**config.mk**
```make
export PLATFORM = sky130hd
export DESIGN_NAME = jtbubl_sdram_rsp
export DESIGN_NICKNAME = d
export VERILOG_FILES = /design/src/rtl/jtbubl_sdram_rsp_pkg.sv /design/src/rtl/jtbubl_sdram_rsp_refcnt.sv /design/src/rtl/jtbubl_sdram_rsp.sv
export SDC_FILE = /design/constraint.sdc
export NUM_CORES = 1
export LEC_CHECK = 0
export CAP_MARGIN = 10
export CORE_MARGIN = 1.5
export CORE_UTILIZATION = 35
export CTS_BUF_LIST = sky130_fd_sc_hd__clkbuf_4 sky130_fd_sc_hd__clkbuf_8 sky130_fd_sc_hd__clkbuf_16
export DETAILED_ROUTE_END_ITERATION = 8
export DONT_BUFFER_PORTS = 1
export PLACE_DENSITY_LB_ADDON = 0.2
export SETUP_SLACK_MARGIN = 0.05
export SLEW_MARGIN = 10
export SYNTH_ARGS = -nofsm -noshare
export SYNTH_HDL_FRONTEND = slang
export SYNTH_SLANG_ARGS = --single-unit
```
**constraint.sdc**
```tcl
create_clock -name clk -period 7.87 [get_ports clk]
set_input_delay 1.574 -clock clk [delete_from_list [all_inputs] [get_ports clk]]
set_output_delay 1.574 -clock clk [all_outputs]
set_load 0.02 [all_outputs]
```
**src/rtl/jtbubl_sdram_rsp_pkg.sv**
```systemverilog
// Shared definitions for the jtbubl SDRAM responder: SDRAM command
// encodings, controller state encoding and the mode-register word builder.
package jtbubl_sdram_rsp_pkg;

  // Commands as {nCS, nRAS, nCAS, nWE}
  localparam logic [3:0] CMD_NOP = 4'b0111;
  localparam logic [3:0] CMD_ACT = 4'b0011;
  localparam logic [3:0] CMD_RD  = 4'b0101;
  localparam logic [3:0] CMD_WR  = 4'b0100;
  localparam logic [3:0] CMD_PRE = 4'b0010;
  localparam logic [3:0] CMD_REF = 4'b0001;
  localparam logic [3:0] CMD_MRS = 4'b0000;

  typedef enum logic [3:0] {
    ST_INIT_WAIT,
    ST_INIT_PRE,
    ST_INIT_REF1,
    ST_INIT_REF2,
    ST_INIT_MRS,
    ST_IDLE,
    ST_READ,
    ST_WRITE,
    ST_REFRESH
  } state_e;

  // Mode register: single-location write burst (A9=1), CAS latency,
  // sequential burst type, burst length 1.
  function automatic logic [12:0] mode_word(input logic [2:0] cas);
    return {3'b000, 1'b1, 2'b00, cas, 1'b0, 3'b000};
  endfunction

  // True while the power-up sequence is still running.
  function automatic logic in_init(input state_e s);
    return (s == ST_INIT_WAIT) || (s == ST_INIT_PRE) || (s == ST_INIT_REF1) ||
           (s == ST_INIT_REF2) || (s == ST_INIT_MRS);
  endfunction

endpackage

```
**src/rtl/jtbubl_sdram_rsp_refcnt.sv**
```systemverilog
// Refresh timer: counts cycles since the last refresh credit, saturating,
// and flags when a refresh is due or overdue.
module jtbubl_sdram_rsp_refcnt #(
  parameter int REF_PERIOD = 374
) (
  input  logic clk,
  input  logic rstn,
  input  logic en,
  input  logic refresh_done,
  output logic due,
  output logic overdue
);
  localparam int MAXC = 4 * REF_PERIOD;
  localparam int W    = $clog2(MAXC + 1);

  logic [W-1:0] cnt_q, cnt_d;

  // Next count: pay back one period per refresh (floored), else tick up to the cap
  always_comb begin
    cnt_d = cnt_q;
    if (refresh_done) begin
      cnt_d = (cnt_q >= W'(REF_PERIOD)) ? cnt_q - W'(REF_PERIOD) : '0;
    end else if (en && (cnt_q != W'(MAXC))) begin
      cnt_d = cnt_q + W'(1);
    end
  end

  // Counter register
  always_ff @(posedge clk or negedge rstn) begin
    if (!rstn) cnt_q <= '0;
    else       cnt_q <= cnt_d;
  end

  assign due     = cnt_q >= W'(REF_PERIOD);
  assign overdue = cnt_q >= W'(2 * REF_PERIOD);

endmodule

```
**src/rtl/jtbubl_sdram_rsp.sv**
```systemverilog
// SDRAM responder for the ROM-slot request interface: runs the power-up
// sequence, then services 32-bit reads (two single-word READs with
// auto-precharge on the second), download byte writes and auto refresh.
// All pin-facing outputs are registered.
module jtbubl_sdram_rsp
  import jtbubl_sdram_rsp_pkg::*;
#(
  parameter int INIT_WAIT  = 4800,
  parameter int TRCD       = 2,
  parameter int CL         = 2,
  parameter int TRP        = 2,
  parameter int TRFC       = 7,
  parameter int REF_PERIOD = 374
) (
  input  logic        clk,
  input  logic        rstn,
  input  logic        sdram_req,
  input  logic [21:0] sdram_addr,
  input  logic        refresh_en,
  output logic        sdram_ack,
  output logic        data_rdy,
  output logic [31:0] data_read,
  input  logic        downloading,
  input  logic        prog_we,
  input  logic [21:0] prog_addr,
  input  logic [7:0]  prog_data,
  input  logic [1:0]  prog_mask,
  output logic [12:0] sd_a,
  output logic [1:0]  sd_ba,
  output logic [3:0]  sd_cmd,
  output logic [1:0]  sd_dqm,
  output logic        sd_cke,
  input  logic [15:0] dq_in,
  output logic [15:0] dq_out,
  output logic        dq_oe
);
  localparam int CW = 13;

  state_e      state_q, state_d;
  logic [CW-1:0] cnt_q, cnt_d;
  logic [3:0]  cmd_q, cmd_d;
  logic [12:0] a_q, a_d;
  logic [1:0]  dqm_q, dqm_d;
  logic        dq_oe_q, dq_oe_d;
  logic [15:0] dq_out_q, dq_out_d;
  logic        ack_q, ack_d;
  logic        rdy_q, rdy_d;
  logic [31:0] data_read_q, data_read_d;
  logic [8:0]  col_q, col_d;
  logic [7:0]  wr_data_q, wr_data_d;
  logic [1:0]  wr_mask_q, wr_mask_d;
  logic [15:0] low_q, low_d;
  logic        ref_done, ref_due, ref_overdue;

  jtbubl_sdram_rsp_refcnt #(.REF_PERIOD(REF_PERIOD)) u_refcnt (
    .clk          (clk),
    .rstn         (rstn),
    .en           (!in_init(state_q)),
    .refresh_done (ref_done),
    .due          (ref_due),
    .overdue      (ref_overdue)
  );

  // Next-state, command and datapath decisions; cnt counts cycles in a state
  always_comb begin
    state_d     = state_q;
    cnt_d       = cnt_q + CW'(1);
    cmd_d       = CMD_NOP;
    a_d         = a_q;
    dqm_d       = 2'b11;
    dq_oe_d     = 1'b0;
    dq_out_d    = dq_out_q;
    ack_d       = 1'b0;
    rdy_d       = 1'b0;
    data_read_d = data_read_q;
    col_d       = col_q;
    wr_data_d   = wr_data_q;
    wr_mask_d   = wr_mask_q;
    low_d       = low_q;
    ref_done    = 1'b0;
    case (state_q)
      ST_INIT_WAIT: if (cnt_q == CW'(INIT_WAIT - 1)) begin
        cmd_d   = CMD_PRE;
        a_d     = 13'h0400;  // A10: all banks
        state_d = ST_INIT_PRE;
        cnt_d   = '0;
      end
      ST_INIT_PRE: if (cnt_q == CW'(TRP - 1)) begin
        cmd_d   = CMD_REF;
        state_d = ST_INIT_REF1;
        cnt_d   = '0;
      end
      ST_INIT_REF1: if (cnt_q == CW'(TRFC - 1)) begin
        cmd_d   = CMD_REF;
        state_d = ST_INIT_REF2;
        cnt_d   = '0;
      end
      ST_INIT_REF2: if (cnt_q == CW'(TRFC - 1)) begin
        cmd_d   = CMD_MRS;
        a_d     = mode_word(3'(CL));
        state_d = ST_INIT_MRS;
      end
      ST_INIT_MRS: state_d = ST_IDLE;
      ST_IDLE: begin
        cnt_d = '0;
        if (ref_overdue || (!(downloading && prog_we) && ref_due && refresh_en)) begin
          cmd_d    = CMD_REF;
          ref_done = 1'b1;
          state_d  = ST_REFRESH;
        end else if (downloading && prog_we) begin
          cmd_d     = CMD_ACT;
          a_d       = prog_addr[21:9];
          col_d     = prog_addr[8:0];
          wr_data_d = prog_data;
          wr_mask_d = prog_mask;
          ack_d     = 1'b1;
          state_d   = ST_WRITE;
        end else if (!downloading && sdram_req) begin
          cmd_d   = CMD_ACT;
          a_d     = sdram_addr[21:9];
          col_d   = sdram_addr[8:0];
          ack_d   = 1'b1;
          state_d = ST_READ;
        end
      end
      ST_READ: begin
        // Second word wraps inside the row at column 511
        if (cnt_q == CW'(TRCD - 1)) begin
          cmd_d = CMD_RD;
          a_d   = {4'b0000, col_q};
          dqm_d = 2'b00;
        end else if (cnt_q == CW'(TRCD)) begin
          cmd_d = CMD_RD;
          a_d   = {2'b00, 1'b1, 1'b0, col_q + 9'd1};
          dqm_d = 2'b00;
        end else if (cnt_q == CW'(TRCD + CL + 1)) begin
          low_d = dq_in;
        end else if (cnt_q == CW'(TRCD + CL + 2)) begin
          data_read_d = {dq_in, low_q};
          rdy_d       = 1'b1;
          state_d     = ST_IDLE;
        end
      end
      ST_WRITE: begin
        if (cnt_q == CW'(TRCD - 1)) begin
          cmd_d    = CMD_WR;
          a_d      = {2'b00, 1'b1, 1'b0, col_q};
          dq_oe_d  = 1'b1;
          dq_out_d = {wr_data_q, wr_data_q};
          dqm_d    = wr_mask_q;
        end else if (cnt_q == CW'(TRCD + TRP)) begin
          state_d = ST_IDLE;
        end
      end
      ST_REFRESH: if (cnt_q == CW'(TRFC - 1)) state_d = ST_IDLE;
      default: begin
        state_d = ST_INIT_WAIT;
        cnt_d   = '0;
      end
    endcase
  end

  // State and registered pin/handshake outputs
  always_ff @(posedge clk or negedge rstn) begin
    if (!rstn) begin
      state_q     <= ST_INIT_WAIT;
      cnt_q       <= '0;
      cmd_q       <= CMD_NOP;
      a_q         <= '0;
      dqm_q       <= 2'b11;
      dq_oe_q     <= 1'b0;
      dq_out_q    <= '0;
      ack_q       <= 1'b0;
      rdy_q       <= 1'b0;
      data_read_q <= '0;
      col_q       <= '0;
      wr_data_q   <= '0;
      wr_mask_q   <= 2'b11;
      low_q       <= '0;
    end else begin
      state_q     <= state_d;
      cnt_q       <= cnt_d;
      cmd_q       <= cmd_d;
      a_q         <= a_d;
      dqm_q       <= dqm_d;
      dq_oe_q     <= dq_oe_d;
      dq_out_q    <= dq_out_d;
      ack_q       <= ack_d;
      rdy_q       <= rdy_d;
      data_read_q <= data_read_d;
      col_q       <= col_d;
      wr_data_q   <= wr_data_d;
      wr_mask_q   <= wr_mask_d;
      low_q       <= low_d;
    end
  end

  assign sd_cmd    = cmd_q;
  assign sd_a      = a_q;
  assign sd_ba     = 2'b00;
  assign sd_cke    = 1'b1;
  assign sd_dqm    = dqm_q;
  assign dq_oe     = dq_oe_q;
  assign dq_out    = dq_out_q;
  assign sdram_ack = ack_q;
  assign data_rdy  = rdy_q;
  assign data_read = data_read_q;

endmodule

```
# ---- Word level (Yosys, flattened, before mapping)
# Cells that the tools add are included.
dict set report word_totals {
  reg_bits 133
  inputBits 76
  out_inout_bits 73
  wordCells 139
}
dict set report op_classes {
  n_addsub 4
  magnitude_cmp 2
  n_eq_ne 29
  muxes 60
  bitwise_logic 4
  reduce_logical 25
}
# operator n
set ops {}
lappend ops {{2-to-1 mux 13 bit} 11}
lappend ops {{case mux 13 bit (5 select lines)} 1}
lappend ops {{2-to-1 mux 4 bit} 13}
lappend ops {{case mux 13 bit (4 select lines)} 1}
lappend ops {{equality test 13 x 3 -> 1 bit (second input constant)} 3}
lappend ops {{case mux 4 bit (9 select lines)} 1}
lappend ops {{2-to-1 mux 11 bit} 3}
lappend ops {{2-to-1 mux 3 bit} 7}
lappend ops {{case mux 3 bit (7 select lines)} 1}
lappend ops {{2-to-1 mux 9 bit} 2}
lappend ops {{equality test 4 x 3 -> 1 bit (second input constant)} 4}
lappend ops {{!= test 2 bit (second input constant)} 7}
lappend ops {{adder 13 x 1 -> 13 bit (second input constant)} 1}
lappend ops {{equality test 13 x 1 -> 1 bit (second input constant)} 1}
lappend ops {{equality test 13 bit (second input constant)} 1}
lappend ops {{equality test 13 x 2 -> 1 bit (second input constant)} 1}
lappend ops {{2-to-1 mux 1 bit} 13}
lappend ops {{2-to-1 mux 2 bit} 6}
lappend ops {{adder 11 x 1 -> 11 bit (second input constant)} 1}
lappend ops {{>= comparator 11 x 10 -> 1 bit (second input constant)} 1}
lappend ops {{>= comparator 11 x 9 -> 1 bit (second input constant)} 1}
lappend ops {{!= test 11 bit (second input constant)} 1}
lappend ops {{subtractor 11 x 9 -> 11 bit (second input constant)} 1}
lappend ops {{AND reduction 10 bit} 1}
lappend ops {{21 further kinds} 41}

# ---- Depth between registers and ports, before layout
# Gate-level depths: netlist of the first run.
dict set report depth {
  depth_word 9
  ltp_mapped 12
}

# ---- By module
# Synthesis of the first run repeated with hierarchy kept, for this count alone.
dict set report hier_totals {
  cells_unflattened 588
  area_unflattened_um2 6317.3
}
# module instances cells_per_inst area_per_inst_um2
set modules_own_cells {}
lappend modules_own_cells {jtbubl_sdram_rsp 1 471 5371.4}
lappend modules_own_cells {jtbubl_sdram_rsp_refcnt 1 117 945.9}

# ---- Worst setup path before layout of the first run
# No wires, ideal clock.
dict set report synth_path {
  kind {input port to flip-flop}
  start {input port downloading}
  end {register a_q[11], in the netlist sd_a[11]}
  arrival_ps 3348
  required_time_ps 7745
  path_slack_ps 4397
  stages 9
  n_path_buf 3
  path_cell_list {nand2_1 o2111ai_1 o2111a_1 or2_2 clkbuf_1 and4_1 buf_6 buf_12 mux2_4}
}
dict set report synth_between {
  elab_chain_cells 7
  elab_cells_between_ends 13
}
# element line
set synth_rtl {}
lappend synth_rtl {{start, declared} jtbubl_sdram_rsp.sv:23} ;# input logic downloading,
lappend synth_rtl {{logical AND 1 bit} {jtbubl_sdram_rsp.sv:106, jtbubl_sdram_rsp.sv:110}}
lappend synth_rtl {{logical NOT 1 bit} jtbubl_sdram_rsp.sv:106} ;# if (ref_overdue || (!(downloading && prog_we) && ref_due && refresh_en)) begin
lappend synth_rtl {{logical AND 1 bit (2 in series)} jtbubl_sdram_rsp.sv:106}
lappend synth_rtl {{logical OR 1 bit} jtbubl_sdram_rsp.sv:106}
lappend synth_rtl {{!= test 2 bit (no line)} -}
lappend synth_rtl {{AND reduction 7 bit (no line)} -}
lappend synth_rtl {{end signal, assigned} jtbubl_sdram_rsp.sv:169} ;# a_q <= '0;
lappend synth_rtl {{end signal, assigned} jtbubl_sdram_rsp.sv:184} ;# a_q <= a_d;
lappend synth_rtl {{end, declared} jtbubl_sdram_rsp.sv:42} ;# logic [12:0] a_q, a_d;
# Several ways; a longest one is shown, not always the timed one. The select of a mux whose other input is x is not followed.
# A chain may end at the register's enable or synchronous reset.

# ---- Worst setup path in the final report of the first run
dict set report layout_path {
  start {register cnt_q[1]}
  end {register a_q[1], in the netlist sd_a[1]}
}
dict set report layout_between {
  elab_chain_cells 3
  elab_cells_between_ends 11
}
# element line
set layout_rtl {}
lappend layout_rtl {{start, declared} jtbubl_sdram_rsp.sv:40} ;# logic [CW-1:0] cnt_q, cnt_d;
lappend layout_rtl {{start signal, assigned} jtbubl_sdram_rsp.sv:182} ;# cnt_q <= cnt_d;
lappend layout_rtl {{equality test 13 x 1 -> 1 bit (tied with other cells)} {jtbubl_sdram_rsp.sv:128, jtbubl_sdram_rsp.sv:145}}
lappend layout_rtl {{!= test 3 bit (no line) (tied with other cells)} -}
lappend layout_rtl {{AND reduction 7 bit (no line) or case mux 13 bit (5 select lines) (tied branches)} -}
# Several ways; a longest one is shown, not always the timed one.

==> impl_results.md, run 1 <==
- Final WS setup: 4.37 ns
- Cell Area, Synth: 6270 µm²
- Die Y: between 100 and 150 µm
- Sequential share of the synthesized area: 49.6%
- Cells after Synth: 556
- Worst-Skew Late Latency: 0.41 ns
- Vias: around 4200
- Setup crit end kind: flop
- Inst Count DP: 746
- Unique masters post-synth: 67
- ANT cells: 0
- Nets: 624
- Share of cells above drive strength 1: around a quarter
- Clk sinks: about 120
- IO Pins: between 100 and 150
- Input/output buffers: 0
- Number of global-route vias before repair: 4282
- Largest net degree at the start of global routing: roughly 130
- FP Rows: 48
- Clk slew on worst S/H paths: 0.06 ns
- First-pass GRT wire length: 22100 µm
- Post-route ant nets: 0
- Max Freq: 0.286 GHz
- RD Place Congestion: around 0.84
- Worst Path Arrival: around 3.8 ns
- Most used DFF post-synth: dfrtp_1
- Drt wl/cell: 17.5 µm
- Final setup skew: ~0.0091 ns
- Worst slew pin tran: 1.06 ns
- Total power draw: 2.77 mW
- Post-Place Worst Slack: 4.19 ns
- Residual DRC count: 0
- CTS root buf: clkbuf_16
- CTS tree: done
- GRT Util Overall: 15.3%
- Initial core utilization: 36.0%
- Synth top area share: 46.7%
- Post-Layout Inst Area: 6980 µm²
- Worst setup SP type: flop
- Drt pass-1 iters: 5
- Critical Setup Path Class: reg2reg
- Synth warn: 0
- Via-per-instance ratio: 5.37
- CORE AREA: around 17000 µm²
- Die width: 137 µm
- # Post-CTS Setup Buffers: 0
- Status: completed
- Max Transition Viols Final: 0
- Final Cycle Share: 44.5%
- Final core utilization: 40.1%
- Lkg Pwr: 3.18 nW
- Inserted Clock Buffers: 17
- PD cells: 396 nW/µm²
- CP required: 8.17 ns
- Initial antenna violation count: 0
- MaxCap Viol Count: 0
- Hold_buf cts: 0
- Initial drt markers: a little over 200
- Final Critical Period: 3.50 ns
- Post-synth EDFFs: 0
- Ys async rst share: 100%
- Final setup viols: 0
- Post-DP Area: 6370 µm²
- Count leader, synth: dfrtp_1
- Synth-to-layout area growth: 11.4%
- Hold Path Class: reg2reg
- Final count of hold timing violations: 0
- DP HPWL: roughly 9400 µm
- Full die area: 18700 µm²
- Largest cells by area after synthesis: dfrtp_1, mux2_2, mux2i_1
- Quantity of gates resized following cts: 0
- Routed WL: 13600 µm
- Finished Layout Cells: roughly 780
- Number of synthesized register bits: 124
- RSZ-0062 raised after global routing: no
- Htree depth: 4
- Commonest cells post-synth: dfrtp_1, mux2_2, nor2_1, nand2_1, a21oi_1
- Worst vdd ir: 0.171 mV
- Critical Path Fanout Max: 13
- Hold slack: approximately 0.49 ns
- Fin Setup TNS: 0 ns
- Syn Area/Cell: 11.3 µm²
- Clock Path Buffers: 2
- Worst slew margin: 28.8%
- Grt ovf: 0
- Post-synth top area cell: dfrtp_1
==> layout by cell type (no fill, tap or decap), types with 3 or more instances in the layout <==
cell        instances
o221ai_1            4
bufinv_16           3
o31ai_1             4
xnor2_1            18
nand2_1            30
conb_1              4
mux2_1              3
nor3_1              5
inv_1              13
o211ai_1            5
nand3_1            18
mux2_4              9
inv_6               6
mux2_2             66
mux2i_1            24
o21ai_0            15
or3_1               4
ha_1                8
nor2_1             42
dfrtp_1           117
a21oi_1            26
nor4_1              6
xor2_1             11
dfstp_2             7
o21a_1              3
buf_4               6
a21o_1              3
and3_1              9
nand3b_1            3
clkinvlp_4          3
and2_1              3
and4_1              3
clkbuf_16          17
o22ai_1             5
nand4_1             7
==> kinds of logic after synthesis <==
| kind of cell | Yosys count | synth area share, % |
|---|---|---|
| AOI/OAI and AO/OA | 82 | 8.60 |
| xor gates and xnor gates | 29 | 4.05 |
| adders and majority gates | 8 | 1.60 |
| buffers and inverters | 56 | 4.65 |
| DFF | 124 | 49.6 |
| muxes | 102 | 18.4 |
| other | 2 | 0.120 |
| and+or+nand+nor | 153 | 13.0 |
==> report_power, final <==
| group | leakage, nW | switching, mW | internal (mW) | total, mW |
|---|---|---|---|---|
| combinational | 1.29 | 0.384 | 0.373 | 0.757 |
| sequential | 1.59 | 0.354 | 0.846 | 1.20 |
| clock | 0.292 | 0.302 | 0.508 | 0.810 |
==> metal layers <==
metal,global-route usage [%],wire length (µm),vias up
met2,24.5,6530,152
met3,5.89,912,14
met4,4.85,147,0
met5,0,0,-
met1,18.9,6020,2066
li1,-,-,1946
==> final timing paths <==
check	slack (ns)	to	startpoint	cells past startpoint
setup / recovery	4.37	sd_a[1]	cnt_q[1]	8
hold / removal	0.49	data_read[6]	low_q[6]	1
setup reg to reg	4.37	sd_a[1]	cnt_q[1]	8
hold reg to reg	0.49	data_read[6]	low_q[6]	1
max in group asynchronous	6.71	wr_mask_q[0]	rstn	0
min in group asynchronous	0.85	u_refcnt.cnt_q[4]	rstn	0
==> state kept, by name (all words and copies together) (netlist names) <==
register,cells
dq_out,8
sd_dqm,2
sdram_ack,1
low_q,16
state_q,4
data_rdy,1
wr_data_q,8
dq_oe,1
cnt_q,13
data_read,32
sd_cmd,3
sd_a,13
col_q,9
u_refcnt.cnt_q,11
wr_mask_q,2
==> critical path, stage by stage, from the launching register on <==
cell,delay [ns]
dfrtp_1,0.43
inv_1,0.12
ha_1,0.36
or3b_2,0.52
or4_4,0.52
a21oi_2,0.18
and2b_1,0.17
and4_1,0.68
mux2_2,0.41
==> layout make-up <==
class	count	area (µm²)
multi-input combinational	378	2880
clock buffer	18	433
tap	225	282
inverter	13	48.8
sequential	124	3110
timing repair buffer	6	45.0
fill	1675	10400
clock inverter	14	183
Power figures use the tool's default switching activity.
==> inputs of run 2 (changes only) <==
Clock period 7.87 ns to 3.1 ns, I/O delays scaled along.
==> run 2 against run 1 <==
Largest power group unchanged. Sequential share of layout area shrank 0.83 points. Hold slack lost 0.59 ns. First-iteration DRC count shrank 14%. Critical path depth grew 1. Die area is the same. The flow now finishes with violations (negative hold slack).
==> impl_results.md, run 2 (synthesis gave the netlist of run 1 again) <==
- Sw Share: between 30% and 40%
- Critical Path Fanout Max: 13
- Most frequent cells in the layout: dfrtp_1, mux2_2, nor2_1
- Crit-path slowest cell: or4_4
- Htree depth: 4
- Grt ovf: 0
- Synth-to-layout area growth: 13.5%
- Worst slew pin tran: 0.655 ns
- Share of cells above drive strength 1: 25.4%
- Psw: 2.61 mW
- Max Freq: roughly 0.35 GHz
- CP Cell Sequence: inv_1 -> ha_1 -> or3b_2 -> or4_4 -> a21oi_2 -> and2b_1 -> and4_1 -> buf_6 -> mux2_2
- Clk sinks: 124
- Nets: 641
- Final Critical Period: 2.87 ns
- Full die area: 18700 µm²
- Reg power frac: a little over two fifths
- Critical Setup Path Class: reg2reg
- Worst vdd ir: 0.445 mV
- Largest net degree at the start of global routing: 125
- Drt wl/cell: 17.2 µm
- Comb power frac: 28.9%
- RSZ-0062 raised after global routing: no
- FP Rows: 48
- ANT cells: 0
- CP required: 3.40 ns
- Final setup viols: 0
- Number of global-route vias before repair: 4334
- CP peak stage delay: approximately 0.50 ns
- Die width: about 140 µm
- Int Pwr: 4.48 mW
- Max Transition Viols Final: 0
- Worst slew margin: 56.4%
- Worst setup SP type: flop
- Inserted Clock Buffers: 17
- Status: complete, but fails checks
- Hold Path Class: in2async
- IO Pins: 149
- Via-per-instance ratio: around 5.2
- DP HPWL: 9580 µm
- Worst Path Arrival: 3.17 ns
- CTS tree: done
- Die Y: about 140 µm
- Final core utilization: 40.9%
- Hold slack: -0.103 ns
- Final Cycle Share: 92.7%
- Residual DRC count: 0
- Total power draw: roughly 7 mW
- First-pass GRT wire length: roughly 22000 µm
- Violated checks: negative hold slack
- RD Place Congestion: 0.816
- # Post-CTS Setup Buffers: 0
- Most common cell after layout, fill and taps aside: dfrtp_1
- Vias: between 4000 and 5000
- CORE AREA: 17400 µm²
- Inst Count DP: 763
- Initial antenna violation count: 0
- Final setup skew: 0.00596 ns
- Clock share of power: roughly 28%
- Initial drt markers: 178
- Routed WL: 13700 µm
- Lkg Pwr: 3.26 nW
- Final count of hold timing violations: 117
- Clk slew on worst S/H paths: roughly 0.06 ns
- Initial core utilization: 36.0%
- Setup crit end kind: flop
- Clock Path Buffers: 2
- CTS root buf: clkbuf_16
- Post-route ant nets: 0
- Finished Layout Cells: ~800
- Largest register FFs: 32
- Input/output buffers: 0
- PD cells: roughly 1000 nW/µm²
- Worst-Skew Late Latency: 0.42 ns
- Fin Setup TNS: 0 ns
- MaxCap Viol Count: 0
- Drt pass-1 iters: 4
- GRT Util Overall: 15.4%
==> run 2: what timing repair did <==
action                     CTS  global route
setup endpoints to repair    0             3
resized for setup            0             1
hold endpoints to repair   117           117
==> run 2: layer usage <==
metal / vias up / GRT usage, % / wire, µm / share of wire [%]
li1: 1979 / - / - / -
met1: 2056 / 19.2 / 5980 / 44
met2: 124 / 24.7 / 6570 / 48
met3: 8 / 5.44 / 1030 / 7.5
met4: 0 / 5.09 / 123 / 0.90
met5: - / 0 / 0 / 0
==> run 2: area by class of cell <==
type	count	area, µm²
clock inverter	13	166
tap	225	282
fill	1676	10300
multi-input combinational	378	2880
timing repair buffer	23	189
sequential	124	3110
inverter	13	48.8
clock buffer	19	440
==> run 2: power groups by stage <==
stage          clock network, mW  logic (mW)  registers [mW]
6_report                    2.02        2.05            3.02
5_1_grt                     2.17        2.29            3.12
4_1_cts                     2.09        2.06            3.03
3_5_place_dp                   0        2.05            3.06
3_3_place_gp                   0        2.02            3.03
2_1_floorplan                  0        1.93            2.71
==> run 2: path summary, 6_finish.rpt <==
kind	startpoint	to	slack [ns]	cells after the start
setup / recovery	cnt_q[1]	sd_a[2]	0.23	9
setup reg to reg	cnt_q[1]	sd_a[2]	0.23	9
hold / removal	rstn	u_refcnt.cnt_q[8]	-0.10	0
hold reg to reg	low_q[6]	data_read[6]	0.49	1
max in group asynchronous	rstn	sd_cmd[2]	2.86	0
min in group clk	dq_in[0]	data_read[16]	0.35	1
==> run 2: worst max-delay path, delay by kind of cell, from the launching register on <==
family | cells | cell delay [ns]
compound gates | 1 | 0.17
mux | 1 | 0.35
simple gates | 4 | 1.34
flops | 1 | 0.42
buf+inv | 2 | 0.30
fa+ha+maj | 1 | 0.17
==> run 2: through the flow <==
stage                     area (µm²)  setup WS [ns]
after floorplan                 6280          0.193
after global placement          6510          0.260
after detailed placement        6510          0.184
after CTS                       7110          0.177
after global routing            7120         0.0653
final                           7120          0.226
==> inputs of run 3 (changes only) <==
Settings changed: CELL_PAD_IN_SITES_DETAIL_PLACEMENT set to 1, CELL_PAD_IN_SITES_GLOBAL_PLACEMENT set to 1.
==> run 3 against run 2 <==
The flow still finishes with violations (negative hold slack). Power increased by 2.9%. Die area unchanged. Clock-buffer cell count unchanged. Clock power increased by 6%. Sequential share of layout area decreased by 0.18 points. Critical path depth unchanged. First-iteration DRC count increased by 3.4%. Cell area increased by 0.40%. Largest cell class unchanged.
==> impl_results.md, run 3 (synthesis gave the netlist of run 1 again) <==
- FF-to-FF setup slack: ~0.18 ns
- Final Critical Period: between 2 and 3 ns
- Crit-path slowest cell: or4_4
- Largest net degree at the start of global routing: roughly 130
- FP Rows: 48
- Initial antenna violation count: 0
- Initial core utilization: 36.0%
- Final count of hold timing violations: 117
- Clk slew on worst S/H paths: 0.06 ns
- Lkg Pwr: 3.27 nW
- Worst R2R Start: cnt_q[1]
- Worst slew pin tran: roughly 0.58 ns
- Input/output buffers: 0
- Die Y: between 100 and 150 µm
- Critical Setup Path Class: reg2reg
- Drt pass-1 iters: 4
- ANT cells: 0
- Worst vdd ir: ~0.54 mV
- Hold Path Class: in2async
- Grt ovf: 0
- Final setup skew: ~0.010 ns
- Status: complete, but fails checks
- Die width: 137 µm
- Synth-to-layout area growth: 14.0%
- R2R Path End: sd_a[2]
- Drt wl/cell: 18.9 µm
- Final Cycle Share: 94.2%
- Via-per-instance ratio: approximately 5.4
- CP Cell Sequence: inv_1 -> ha_1 -> or3b_2 -> or4_4 -> a21oi_2 -> and2b_1 -> and4_1 -> buf_12 -> mux2_2
- CP required: 3.40 ns
- Fillcell total: 1911
- Sequential Area: 3110 µm²
- RD Place Congestion: 0.743
- Inserted Clock Buffers: 17
- Share of cells above drive strength 1: 25.3%
- Nets: 640
- Hold slack: -0.108 ns
- Clock Path Buffers: 2
- CTS tree: done
- CTS root buf: clkbuf_16
- Most frequent cells in the layout: dfrtp_1, mux2_2, nor2_1
- RSZ-0062 raised after global routing: no
- Initial drt markers: 184
- CORE AREA: 17400 µm²
- Post-Place Worst Slack: 0.166 ns
- Final WS setup: ~0.18 ns
- Final setup viols: 0
- MaxCap Viol Count: 0
- PD cells: 1020 nW/µm²
- Worst-Skew Late Latency: 0.42 ns
- Worst slew margin: between 60% and 70%
- IO Pins: 149
- Routed WL: approximately 15000 µm
- Critical Path Fanout Max: 13
- DP HPWL: between 10000 and 15000 µm
- Largest register FFs: 32
- Worst setup SP type: flop
- Max Freq: 0.342 GHz
- Full die area: 18700 µm²
- # Post-CTS Setup Buffers: 0
- CP peak stage delay: 0.51 ns
- Number of global-route vias before repair: between 4000 and 5000
- Setup crit end kind: flop
- Violated checks: negative hold slack
- Post-route ant nets: 0
- Worst Path Arrival: 3.22 ns
- First-pass GRT wire length: 24100 µm
- Most common cell after layout, fill and taps aside: dfrtp_1
- Residual DRC count: 0
- Fin Setup TNS: 0 ns
- Vias: 4270
- Htree depth: 4
- Reg2Reg Depth: 9
- Area of the multi-input gates: 2880 µm²
- Max Transition Viols Final: 0
- Clk sinks: roughly 120
- GRT Util Overall: around 17%
## run 3: worst max path at each step
stage / startpoint / end / slack, ns / cells past startpoint
floorplan: cnt_q[1] / sd_a[11] / 0.19 / 12
global placement: cnt_q[1] / sd_a[2] / 0.29 / 9
detailed placement: cnt_q[1] / sd_a[2] / 0.17 / 9
CTS: cnt_q[1] / sd_a[2] / 0.16 / 9
global route: cnt_q[1] / sd_a[1] / 0.08 / 9
finish: cnt_q[1] / sd_a[2] / 0.18 / 9
## run 3: timing repair
item / CTS / global route
resized for setup: 0 / 0
hold endpoints to repair: 117 / 117
setup endpoints to repair: 0 / 0
## run 3: area by class of cell
class,instances,area share (%)
multi-input cells,378,40.3
inverters,13,0.683
repair buffers,22,2.66
flip-flops and latches,124,43.5
well taps,225,3.94
clock inverters,13,2.63
clock buffers,19,6.25
## run 3: worst max-delay path, delay by kind of cell, from the launching register on
kind | cells | cell delay (ns)
flip-flops | 1 | 0.42
buffers and inverters | 2 | 0.29
adder cells (fa/ha/maj) | 1 | 0.19
multiplexers | 1 | 0.34
AO/OA/AOI/OAI | 1 | 0.18
AND/OR/NAND/NOR | 4 | 1.38
## run 3: per-layer routing
layer | routed length, µm | share of wire, % | track usage (%)
met5 | 0 | 0 | 0
met1 | 6700 | 45 | 21.2
met3 | 949 | 6.3 | 5.52
met2 | 7180 | 48 | 27.1
met4 | 161 | 1.1 | 5.67
## run 3: report_power, final
group | total [mW] | switching, mW | internal [mW]
sequential | 3.01 | 0.861 | 2.15
combinational | 2.15 | 1.09 | 1.06
clock | 2.14 | 0.756 | 1.38
total | 7.30 | 2.71 | 4.59
## run 3: per-stage QoR
stage / instance area [µm²] / total power, mW / utilization [%] / std cells / hold WS, ns
6_report: 7150 / 7.30 / 41.0 / 794 / -0.108
5_1_grt: 7150 / 7.78 / 41.0 / 794 / -0.140
4_1_cts: 7150 / 7.41 / 41.0 / 794 / -0.129
3_5_place_dp: 6510 / 5.22 / 37.4 / 762 / 0.330
3_3_place_gp: 6510 / 5.11 / 37.4 / 762 / 0.328
2_1_floorplan: 6280 / 4.64 / - / 558 / 0.324
